==> config.mk <==
export PLATFORM = sky130hd
export DESIGN_NAME = exec_unit
export DESIGN_NICKNAME = d
export VERILOG_FILES = /design/src/rtl/exec_unit.sv
export SDC_FILE = /design/constraint.sdc
export NUM_CORES = 1
export LEC_CHECK = 0
export CORE_ASPECT_RATIO = 1.5
export CORE_UTILIZATION = 58
export DETAILED_ROUTE_END_ITERATION = 10
export PLACE_DENSITY = 0.81
export SETUP_SLACK_MARGIN = 0.05
export SLEW_MARGIN = 5
export SYNTH_ARGS = -nofsm -noshare
export SYNTH_HDL_FRONTEND = slang
export SYNTH_SLANG_ARGS = --single-unit
export TNS_END_PERCENT = 1
==> constraint.sdc <==
create_clock -name clk -period 3.25 [get_ports clk]
set_input_delay 0.975 -clock clk [delete_from_list [all_inputs] [get_ports clk]]
set_output_delay 0.975 -clock clk [all_outputs]
set_load 0.02 [all_outputs]
==> src/rtl/exec_unit.sv <==
// exec_unit: execute stage that turns op/a/b/dest into a registered write-back
//   clk, rst               clock, asynchronous active-high reset
//   in_valid, in_ready     accept handshake (in_ready high only in IDLE)
//   op, a, b, dest         opcode, operands, destination register
//   wb_en, wb_addr, wb_data  one-cycle write-back strobe, address, value
//   flag_z, flag_c         zero of last write-back, carry/borrow of last ADD/SUB
//   err                    one-cycle pulse when an illegal opcode is accepted
module exec_unit #(
  parameter int DATA_WIDTH     = 8,
  parameter int REG_ADDR_WIDTH = 4
) (
  input  logic                      clk,
  input  logic                      rst,
  input  logic                      in_valid,
  output logic                      in_ready,
  input  logic [3:0]                op,
  input  logic [DATA_WIDTH-1:0]     a,
  input  logic [DATA_WIDTH-1:0]     b,
  input  logic [REG_ADDR_WIDTH-1:0] dest,
  output logic                      wb_en,
  output logic [REG_ADDR_WIDTH-1:0] wb_addr,
  output logic [DATA_WIDTH-1:0]     wb_data,
  output logic                      flag_z,
  output logic                      flag_c,
  output logic                      err
);
  localparam int SW = $clog2(DATA_WIDTH);
  localparam logic [0:0] S_IDLE = 1'b0;
  localparam logic [0:0] S_MUL  = 1'b1;
  localparam logic [SW-1:0] CNT_LAST = SW'(DATA_WIDTH - 1);
  localparam logic [3:0] OP_ADD = 4'd0, OP_SUB = 4'd1, OP_AND = 4'd2, OP_OR = 4'd3,
                         OP_XOR = 4'd4, OP_SHL = 4'd5, OP_SHR = 4'd6, OP_MUL = 4'd7,
                         OP_MOV = 4'd8;
  logic [0:0]                r_state;
  logic [DATA_WIDTH-1:0]     r_a_sh, r_b_sh, r_acc;
  logic [SW-1:0]             r_cnt;
  logic [REG_ADDR_WIDTH-1:0] r_dest;
  logic                      w_accept, w_legal, w_carry_op;
  logic [DATA_WIDTH:0]       w_sum, w_diff;
  logic [DATA_WIDTH-1:0]     w_res, w_acc_next;
  logic [SW-1:0]             w_sh;
  assign in_ready   = (r_state == S_IDLE);
  assign w_accept   = in_valid & in_ready;
  assign w_legal    = (op <= OP_MOV);
  assign w_carry_op = (op == OP_ADD) || (op == OP_SUB);
  assign w_sh       = b[SW-1:0];
  // Extra top bit of the sum is the carry; of the difference it is the borrow (a<b).
  assign w_sum      = {1'b0, a} + {1'b0, b};
  assign w_diff     = {1'b0, a} - {1'b0, b};
  assign w_acc_next = r_acc + (r_b_sh[0] ? r_a_sh : '0);
  always_comb begin
    w_res = '0;
    case (op)
      OP_ADD:  w_res = w_sum[DATA_WIDTH-1:0];
      OP_SUB:  w_res = w_diff[DATA_WIDTH-1:0];
      OP_AND:  w_res = a & b;
      OP_OR:   w_res = a | b;
      OP_XOR:  w_res = a ^ b;
      OP_SHL:  w_res = a << w_sh;
      OP_SHR:  w_res = a >> w_sh;
      OP_MOV:  w_res = b;
      default: w_res = '0;
    endcase
  end
  always_ff @(posedge clk or posedge rst) begin
    if (rst) begin
      r_state <= S_IDLE;
      r_a_sh  <= '0;
      r_b_sh  <= '0;
      r_acc   <= '0;
      r_cnt   <= '0;
      r_dest  <= '0;
      wb_en   <= 1'b0;
      wb_addr <= '0;
      wb_data <= '0;
      flag_z  <= 1'b0;
      flag_c  <= 1'b0;
      err     <= 1'b0;
    end else begin
      wb_en <= 1'b0;
      err   <= 1'b0;
      if (r_state == S_IDLE) begin
        if (w_accept) begin
          if (!w_legal) begin
            err <= 1'b1;
          end else if (op == OP_MUL) begin
            r_state <= S_MUL;
            r_a_sh  <= a;
            r_b_sh  <= b;
            r_dest  <= dest;
            r_acc   <= '0;
            r_cnt   <= '0;
          end else begin
            wb_en   <= 1'b1;
            wb_addr <= dest;
            wb_data <= w_res;
            flag_z  <= (w_res == '0);
            if (w_carry_op) flag_c <= (op == OP_ADD) ? w_sum[DATA_WIDTH] : w_diff[DATA_WIDTH];
          end
        end
      end else begin
        r_acc  <= w_acc_next;
        r_a_sh <= r_a_sh << 1;
        r_b_sh <= r_b_sh >> 1;
        r_cnt  <= r_cnt + SW'(1);
        // Last shift-add step writes the final partial sum straight to the port.
        if (r_cnt == CNT_LAST) begin
          r_state <= S_IDLE;
          wb_en   <= 1'b1;
          wb_addr <= r_dest;
          wb_data <= w_acc_next;
          flag_z  <= (w_acc_next == '0);
        end
      end
    end
  end
endmodule
-- Word-level counts from Yosys, hierarchy flattened
Cells that the tools add are included.
- register bits after elaboration: 48
- input port bits: 27
- $add $sub $neg: 4
- $lt $le $gt $ge: 1
- equal/unequal tests: 11
- shift-type cells: 2
- muxes and demuxes: 47
- bitwise operators: 6
- reduce and logical (&&, ||, !) cells: 11
- operators with widths (operator ; count):
    8-bit 2-to-1 mux ; 18
    8-bit case mux with 8 select lines ; 1
    4-bit 2-to-1 mux ; 5
    1-bit 2-to-1 mux ; 19
    4-bit by 3-bit equality test with 1-bit output (second input constant) ; 4
    8-bit zero test ; 2
    3-bit 2-to-1 mux ; 4
    8-bit by 8-bit adder with 9-bit output ; 1
    8-bit by 8-bit subtractor with 9-bit output ; 1
    8-bit adder ; 1
    8-bit bitwise AND ; 1
    4-bit by 2-bit equality test with 1-bit output (second input constant) ; 2
    8-bit bitwise OR ; 1
    4-bit AND reduction ; 2
    8-bit by 3-bit left shift with 8-bit output ; 1
    8-bit by 3-bit right shift with 8-bit output ; 1
    8-bit bitwise XOR ; 1
    2-bit nonzero test ; 3
    5-bit AND reduction ; 1
    4-bit by 1-bit equality test with 1-bit output (second input constant) ; 1
    4-bit equality test (second input constant) ; 1
    4-bit less-or-equal comparator (second input constant) ; 1
    4-bit zero test ; 1
    3-bit by 1-bit adder with 3-bit output (second input constant) ; 1
    7 further kinds ; 8

-- Depth between registers and ports, before layout
Gate-level depths: netlist (run 1).
- word-level depth: 7
- gate-level depth with buffers: 11
- depth with buffers taken out: 10

-- Worst setup path after synthesis (run 1)
No wires, ideal clock.
- kind: in2reg
- from: input b[2]
- to: register flag_z
- setup time: 0.077 ns
- arrival: 3.359 ns
- required time: 3.173 ns
- path slack: -0.186 ns
- cell stages on the path: 10
- cell sequence: clkbuf_1 -> inv_1 -> clkbuf_1 -> ha_1 -> a31o_1 -> a221o_1 -> a2111oi_4 -> nand2b_1 -> or4_1 -> o21ai_1
- longest elaborated chain between the ends: 7
- elaborated cells between the ends (all ways): 13
- RTL lines (item ; RTL line ; source):
    start, declared ; 18 ; input logic [DATA_WIDTH-1:0] b,
    8-bit by 8-bit subtractor with 9-bit output (tied with other cells) ; 49 ; assign w_diff = {1'b0, a} - {1'b0, b};
    8-bit case mux with 8 select lines (*) ; 53 ; case (op)
    8-bit zero test (*) ; 97 ; flag_z <= (w_res == '0);
    1-bit 2-to-1 mux (*) ; 86 ; end else if (op == OP_MUL) begin
    1-bit 2-to-1 mux (*) ; 84 ; if (!w_legal) begin
    1-bit 2-to-1 mux (*) ; 83 ; if (w_accept) begin
    1-bit 2-to-1 mux (*) ; 82 ; if (r_state == S_IDLE) begin
    end signal, assigned ; 97 ;
    end signal, assigned ; 112 ; flag_z <= (w_acc_next == '0);
    end, declared ; 23 ; output logic flag_z,
Mark *: on every way between the ends. The rest lies on a longest branch, timed or not. The select of a mux whose other input is x is not followed.
A chain may end at the register's enable or synchronous reset.

-- Final worst setup path (run 1)
- from: input a[1]
- to: register flag_z
- longest elaborated chain between the ends: 7
- elaborated cells between the ends (all ways): 13
- RTL lines (item ; RTL line ; source):
    start, declared ; 17 ; input logic [DATA_WIDTH-1:0] a,
    8-bit by 8-bit subtractor with 9-bit output (tied with other cells) ; 49 ;
    8-bit case mux with 8 select lines (*) ; 53 ;
    8-bit zero test (*) ; 97 ;
    1-bit 2-to-1 mux (*) ; 86 ;
    1-bit 2-to-1 mux (*) ; 84 ;
    1-bit 2-to-1 mux (*) ; 83 ;
    1-bit 2-to-1 mux (*) ; 82 ;
Marked as above.

==> impl_metrics.env, run 1 <==
export IMPL_run_status="completed"
export IMPL_syn_nets=569
export IMPL_fin_util_pct=80.7
export IMPL_power_share_combinational_pct=52.8
export IMPL_pwr_share_clk_pct=12.8
export IMPL_max_slew_worst_pin_slew_ns=0.771
export IMPL_cts_tree="done"
export IMPL_final_cell_mix="108 x buf_4, 56 x nand2_1, 48 x dfrtp_1"
export IMPL_fin_crit_ns=3.12
export IMPL_ys_seq_area_share_pct=28.3
export IMPL_grt_pass1_vias=4546
export IMPL_syn_inst=505
export IMPL_r2r_start="r_b_sh[0]"
export IMPL_leakage_nw=2.68
export IMPL_synth_edf_count=0
export IMPL_rsz0062_at_grt="false"
export IMPL_syn2layout_area_growth_pct=32.9
export IMPL_intPower_w=0.00169
export IMPL_synth_seq_cells=48
export IMPL_finalWirelength_um=13900
export IMPL_reg2reg_depth=10
export IMPL_cts_num_sinks=48
export IMPL_top_layer="met4"
export IMPL_first_iter_violations=353
export IMPL_overflow=0
export IMPL_r2r_end="flag_z"
export IMPL_setup_viol=0
export IMPL_powerDensity_nw_per_um2=513
export IMPL_start_util_pct=60.7
export IMPL_hold_buffers=0
export IMPL_final_layout_size_suffix_gt1_share_pct=24.4
export IMPL_setup_ws_ns=0.129
export IMPL_synth_ff_type="dfrtp_1"
export IMPL_wl_per_cell_um=19.1
export IMPL_hold_depth=2
export IMPL_yosys_warnings=0
export IMPL_track_usage_pct=38.5
export IMPL_finalPower_w=0.00289
export IMPL_regArea_um2=1200
export IMPL_holdCritStartpoint="r_b_sh[2]"
export IMPL_finalHoldViolCount=0
export IMPL_yosysUniqueCellTypes=66
export IMPL_num_antenna_cells=0
export IMPL_antenna_left=0
export IMPL_cp_max_fo=2
export IMPL_cts_root_buffer="clkbuf_8"
export IMPL_wl_met1_um=5310
export IMPL_via_per_inst=6.15
export IMPL_skew_ns=0.0153
export IMPL_core_um2=6990
export IMPL_crit_type="in -> reg"
export IMPL_slew_headroom_pct=47.9
export IMPL_clockBufferDepth=2
export IMPL_die_x_um=71.8
export IMPL_p_seq_share_pct=34.4
export IMPL_nNetsFinal=695
export IMPL_dr_wl_met3_um=756
export IMPL_routed_wl_met2_um=7060
export IMPL_r2r_setup_slack_ns=0.44
export IMPL_antenna_found_initial=0
export IMPL_slew_viol_final=0
export IMPL_arrival_ns=3.37
export IMPL_power_switching_share_pct=41.5
export IMPL_final_area_um2=5640
export IMPL_cp_end_kind="flip-flop"
export IMPL_die_area_um2=7670
export IMPL_port_buffers=43
export IMPL_clk_latency_ns=0.31
export IMPL_drt_first_pass_iters=5
export IMPL_final_common_cell="buf_4"
export IMPL_p_sw_w=0.00120
export IMPL_ir_worst_vdd_v=0.000637
export IMPL_async_flop_share_pct=100
export IMPL_num_rows=37
export IMPL_hp_class="reg -> reg"
export IMPL_cts_buffers=5
export IMPL_place_ws_ns=-0.714
export IMPL_grt_first_pass_wirelength_um=22400
export IMPL_place_congestion=1.00
export IMPL_crit_path_start_kind="input port"
export IMPL_cts_htree_levels=2
export IMPL_fmax_mhz=320
export IMPL_syn_cell_area_um2=4240
export IMPL_hold_path_end="r_b_sh[1]"
export IMPL_drc=0
export IMPL_clk_pin_slew_ns=0.09
export IMPL_required_ns=3.50
export IMPL_place_hpwl_um=10800
export IMPL_die_y_um=107
export IMPL_multi_input_area_um2=2870
export IMPL_dpl_cell_area_um2=5490
export IMPL_finalCritPeriodShare_pct=96.0
export IMPL_io_pins=44
export IMPL_cap_violations=0
export IMPL_fill_cells=486
export IMPL_via_count=4480
export IMPL_grt_max_degree=57
export IMPL_synth_area_per_cell_um2=8.40
[cells in the mapped netlist, types with 3 or more instances]
master     number  share of area (%)
nand2_1        56                5.0
dfrtp_1        48                 28
nor2_1         43                3.8
o21ai_0        40                4.7
a21oi_1        36                4.2
ha_1           34                 10
inv_1          25                2.2
mux2i_1        20                4.7
clkbuf_1       19                1.7
a21o_1         13                2.3
buf_2          13                1.5
and2_1         12                1.8
a211oi_1       10                1.8
nand2b_1       10                1.5
nor2b_1         7                1.0
o31ai_1         7                1.2
mux2_2          6                1.6
mux4_2          6                3.2
nand3_1         6               0.71
xnor2_1         6                1.2
nor3_1          5               0.59
a22oi_1         4               0.71
o211ai_1        4               0.71
o21bai_1        4               0.71
o22ai_1         4               0.59
a2111oi_0       3               0.62
a31oi_1         3               0.44
a32oi_1         3               0.62
and3_1          3               0.44
fa_1            3                1.4
o311ai_0        3               0.62
xor2_1          3               0.62
[critical path, cell delays in order]
cell	delay, ns
dlygate4sd2_1	0.26
buf_4	0.15
fa_1	0.47
a31o_1	0.22
a221o_1	0.38
a2111oi_4	0.31
nand2b_1	0.09
or4_1	0.40
o21ai_1	0.13
[cell type report]
cell class	instances	share of cell area (%)
Multi-Input combinational cell	396	50.9
Tap cell	97	2.15
Inverter	26	1.73
Timing Repair Buffer	154	22.3
Clock inverter	1	0.133
Sequential cell	48	21.3
Clock buffer	7	1.53
[timing repair]
| item | CTS | global route |
|---|---|---|
| endpoints found under the setup margin | 6 | 5 |
| resized for setup | 16 | 20 |
| pin swaps | 5 | 4 |
| buffers inserted | 1 | 1 |
[flip-flops by register name, indices dropped and copies added (netlist names)]
| register | count |
|---|---|
| r_a_sh | 8 |
| r_acc | 8 |
| r_b_sh | 8 |
| wb_data | 8 |
| r_dest | 4 |
| wb_addr | 4 |
| r_cnt | 3 |
| err | 1 |
| flag_c | 1 |
| flag_z | 1 |
| r_state | 1 |
| wb_en | 1 |
[metal layers]
layer | track usage, % | vias to the layer above
met5 | 0 | -
met4 | 21.8 | 0
met3 | 5.55 | 71
met2 | 67.5 | 214
met1 | 44.0 | 2125
li1 | - | 2070
[metrics by stage]
step	std cells	hold slack, ns	setup TNS, ns
6_report	729	0.496	0
5_1_grt	729	0.520	0
4_1_cts	728	0.502	0
3_5_place_dp	719	0.486	-3.57
3_3_place_gp	719	0.460	-2.90
2_1_floorplan	505	0.450	0
[worst max-delay path by stage]
stage | from | to | depth (start not counted)
floorplan | b[2] | flag_z | 10
global placement | a[0] | flag_z | 11
detailed placement | a[0] | flag_z | 11
CTS | a[0] | flag_z | 11
global route | op[1] | wb_data[3] | 10
finish | a[1] | flag_z | 9
[logic make-up after synthesis]
kind of cell	Yosys count	share of synthesized area [%]
AOI/OAI and AO/OA	158	24.8
xor gates and xnor gates	9	1.86
adders and majority gates	37	11.4
buffers and inverters	61	5.96
DFF	48	28.3
muxes	32	9.49
and+or+nand+nor	160	18.1
[power groups by stage]
| stage | sequential [W] | clock [W] | combinational [W] |
|---|---|---|---|
| 2_1_floorplan | 0.00106 | 0 | 0.000790 |
| 3_3_place_gp | 0.000987 | 0 | 0.00143 |
| 3_5_place_dp | 0.00100 | 0 | 0.00149 |
| 4_1_cts | 0.000991 | 0.000378 | 0.00151 |
| 5_1_grt | 0.00102 | 0.000397 | 0.00166 |
| 6_report | 0.000995 | 0.000369 | 0.00153 |
Power figures use the tool's default switching activity.
==> run 2, diff against run 1 <==
--- a/config.mk
+++ b/config.mk
@@ -6,9 +6,9 @@
 export NUM_CORES = 1
 export LEC_CHECK = 0
 export CORE_ASPECT_RATIO = 1.5
-export CORE_UTILIZATION = 58
+export CORE_UTILIZATION = 50
 export DETAILED_ROUTE_END_ITERATION = 10
-export PLACE_DENSITY = 0.81
+export PLACE_DENSITY = 0.72
 export SETUP_SLACK_MARGIN = 0.05
 export SLEW_MARGIN = 5
 export SYNTH_ARGS = -nofsm -noshare
==> impl_metrics.env, run 2 (synthesized netlist as in run 1, its figures left out) <==
export IMPL_track_usage_pct=32.3
export IMPL_final_layout_size_suffix_gt1_share_pct=26.5
export IMPL_clk_latency_ns=0.29
export IMPL_grt_pass1_vias=4382
export IMPL_fin_crit_ns=3.13
export IMPL_finalHoldViolCount=0
export IMPL_num_rows=40
export IMPL_intPower_w=0.00190
export IMPL_final_area_um2=5830
export IMPL_fill_cells=617
export IMPL_cp_slowest_stage_delay_ns=0.40
export IMPL_cts_num_sinks=48
export IMPL_cts_tree="done"
export IMPL_dpl_cell_area_um2=5570
export IMPL_worst_path_buf_inv=2
export IMPL_whs_ns=0.487
export IMPL_cts_buffers=5
export IMPL_grt_first_pass_wirelength_um=21900
export IMPL_syn2layout_area_growth_pct=37.3
export IMPL_slew_headroom_pct=51.5
export IMPL_slew_viol_final=0
export IMPL_p_sw_w=0.00121
export IMPL_leakage_nw=2.80
export IMPL_max_slew_worst_pin_slew_ns=0.725
export IMPL_first_iter_violations=343
export IMPL_required_ns=3.47
export IMPL_die_y_um=115
export IMPL_dp_cells=736
export IMPL_drc=0
export IMPL_nNetsFinal=704
export IMPL_via_count=4353
export IMPL_setup_viol=0
export IMPL_io_pins=44
export IMPL_finalCritPeriodShare_pct=96.2
export IMPL_cp_top_family="compound AO/OA/AOI/OAI gates"
export IMPL_power_share_combinational_pct=48.4
export IMPL_cap_violations=0
export IMPL_place_congestion=1.02
export IMPL_grt_max_degree=49
export IMPL_rsz0062_at_grt="true"
export IMPL_overflow=0
export IMPL_start_util_pct=52.3
export IMPL_cp_end_kind="flip-flop"
export IMPL_die_x_um=77.2
export IMPL_fmax_mhz=320
export IMPL_pwr_share_clk_pct=19.1
export IMPL_drt_first_pass_iters=5
export IMPL_p_seq_share_pct=32.4
export IMPL_slowest_stage="fa_2"
export IMPL_antenna_found_initial=0
export IMPL_wl_per_cell_um=18.4
export IMPL_die_area_um2=8870
export IMPL_run_status="completed"
export IMPL_instances_no_fill=746
export IMPL_hold_buffers=0
export IMPL_cts_htree_levels=2
export IMPL_powerDensity_nw_per_um2=535
export IMPL_cts_root_buffer="clkbuf_16"
export IMPL_place_hpwl_um=10800
export IMPL_power_switching_share_pct=39.0
export IMPL_num_antenna_cells=0
export IMPL_final_common_cell="buf_4"
export IMPL_crit_path_start_kind="input port"
export IMPL_clk_pin_slew_ns=0.07
export IMPL_ir_worst_vdd_v=0.000783
export IMPL_crit_type="in -> reg"
export IMPL_port_buffers=43
export IMPL_cp_max_fo=2
export IMPL_hp_class="reg -> reg"
export IMPL_core_um2=8110
export IMPL_final_cell_mix="117 x buf_4, 56 x nand2_1, 48 x dfrtp_1"
export IMPL_via_per_inst=5.84
export IMPL_skew_ns=0.00391
export IMPL_finalPower_w=0.00312
export IMPL_clockBufferDepth=2
export IMPL_antenna_left=0
export IMPL_finalWirelength_um=13700
export IMPL_path_cells="dlygate4sd2_1 > buf_4 > fa_2 > a31o_1 > a221o_1 > a2111oi_4 > nand2b_1 > or4_1 > o21ai_1"
export IMPL_arrival_ns=3.35
[run 2: cell count changes in the layout (fill, tap and decap cells not counted), moves of 2 or more]
cell,previous run,this run
clkbuf_8,6,0
dlymetal6s2s_1,0,4
buf_4,108,117
clkbuf_16,0,5
clkdlybuf4s50_1,34,32
o31ai_2,0,2
[run 2: power groups by stage]
stage | Combinational (W) | Sequential (W) | Clock [W]
3_3_place_gp | 0.00144 | 0.00101 | 0
4_1_cts | 0.00149 | 0.00101 | 0.000609
2_1_floorplan | 0.000790 | 0.00106 | 0
3_5_place_dp | 0.00148 | 0.00102 | 0
5_1_grt | 0.00165 | 0.00103 | 0.000628
6_report | 0.00151 | 0.00101 | 0.000596
[run 2: final timing paths]
path	from	to	slack, ns	cells after the start
min	r_b_sh[5]	r_b_sh[4]	0.49	2
max in group asynchronous	rst	r_acc[0]	1.67	3
min in group asynchronous	rst	wb_data[2]	1.18	3
max	a[1]	flag_z	0.12	9
max reg2reg	r_b_sh[0]	flag_z	0.42	10
min reg2reg	r_b_sh[5]	r_b_sh[4]	0.49	2
[run 2: through the flow]
| stage | utilization, % | TNS [ns] | setup WS [ns] |
|---|---|---|---|
| finish | 71.9 | 0 | 0.123 |
| global route | 71.9 | 0 | 0.0252 |
| CTS | 71.2 | 0 | 0.00528 |
| detailed placement | 68.7 | -3.24 | -0.663 |
| global placement | 68.7 | -2.92 | -0.600 |
| floorplan | - | 0 | 0.0349 |
[run 2: worst reg2reg max path: stages, from the launching register on]
cell and delay [ns]:
dfrtp_1 0.47, and2_1 0.19, ha_1 0.21, fa_1 0.42
a21o_1 0.18, a21o_1 0.21, a2111o_1 0.42, o311ai_0 0.20
nor4_1 0.12, a31oi_1 0.22, o21ai_1 0.09
[run 2: layer usage]
layer,wire [um],global-route usage (%)
met5,0,0
met4,832,18.9
met3,506,2.94
met2,7040,59.6
met1,5360,35.9
[run 2: final cells by class]
cell class,instances,area (um^2),area share [%]
sequential,48,1200,20.6
timing repair buffer,163,1340,23.0
tap,105,131,2.25
clock inverter,3,46.3,0.794
multi-input combinational,396,2890,49.5
inverter,26,97.6,1.67
clock buffer,5,125,2.15
[run 2: timing repair]
action	4_1_cts	5_1_grt
resized for setup	19	23
setup endpoints to repair	5	4
setup buffers	1	1
pin swaps	3	8
gates cloned	0	0
==> run 3, diff against run 2 <==
--- a/config.mk
+++ b/config.mk
@@ -10,7 +10,6 @@
 export DETAILED_ROUTE_END_ITERATION = 10
 export PLACE_DENSITY = 0.72
 export SETUP_SLACK_MARGIN = 0.05
-export SLEW_MARGIN = 5
 export SYNTH_ARGS = -nofsm -noshare
 export SYNTH_HDL_FRONTEND = slang
 export SYNTH_SLANG_ARGS = --single-unit
==> results of run 3 <==
The final DEF is identical to that of run 2; final timing and power are the same.
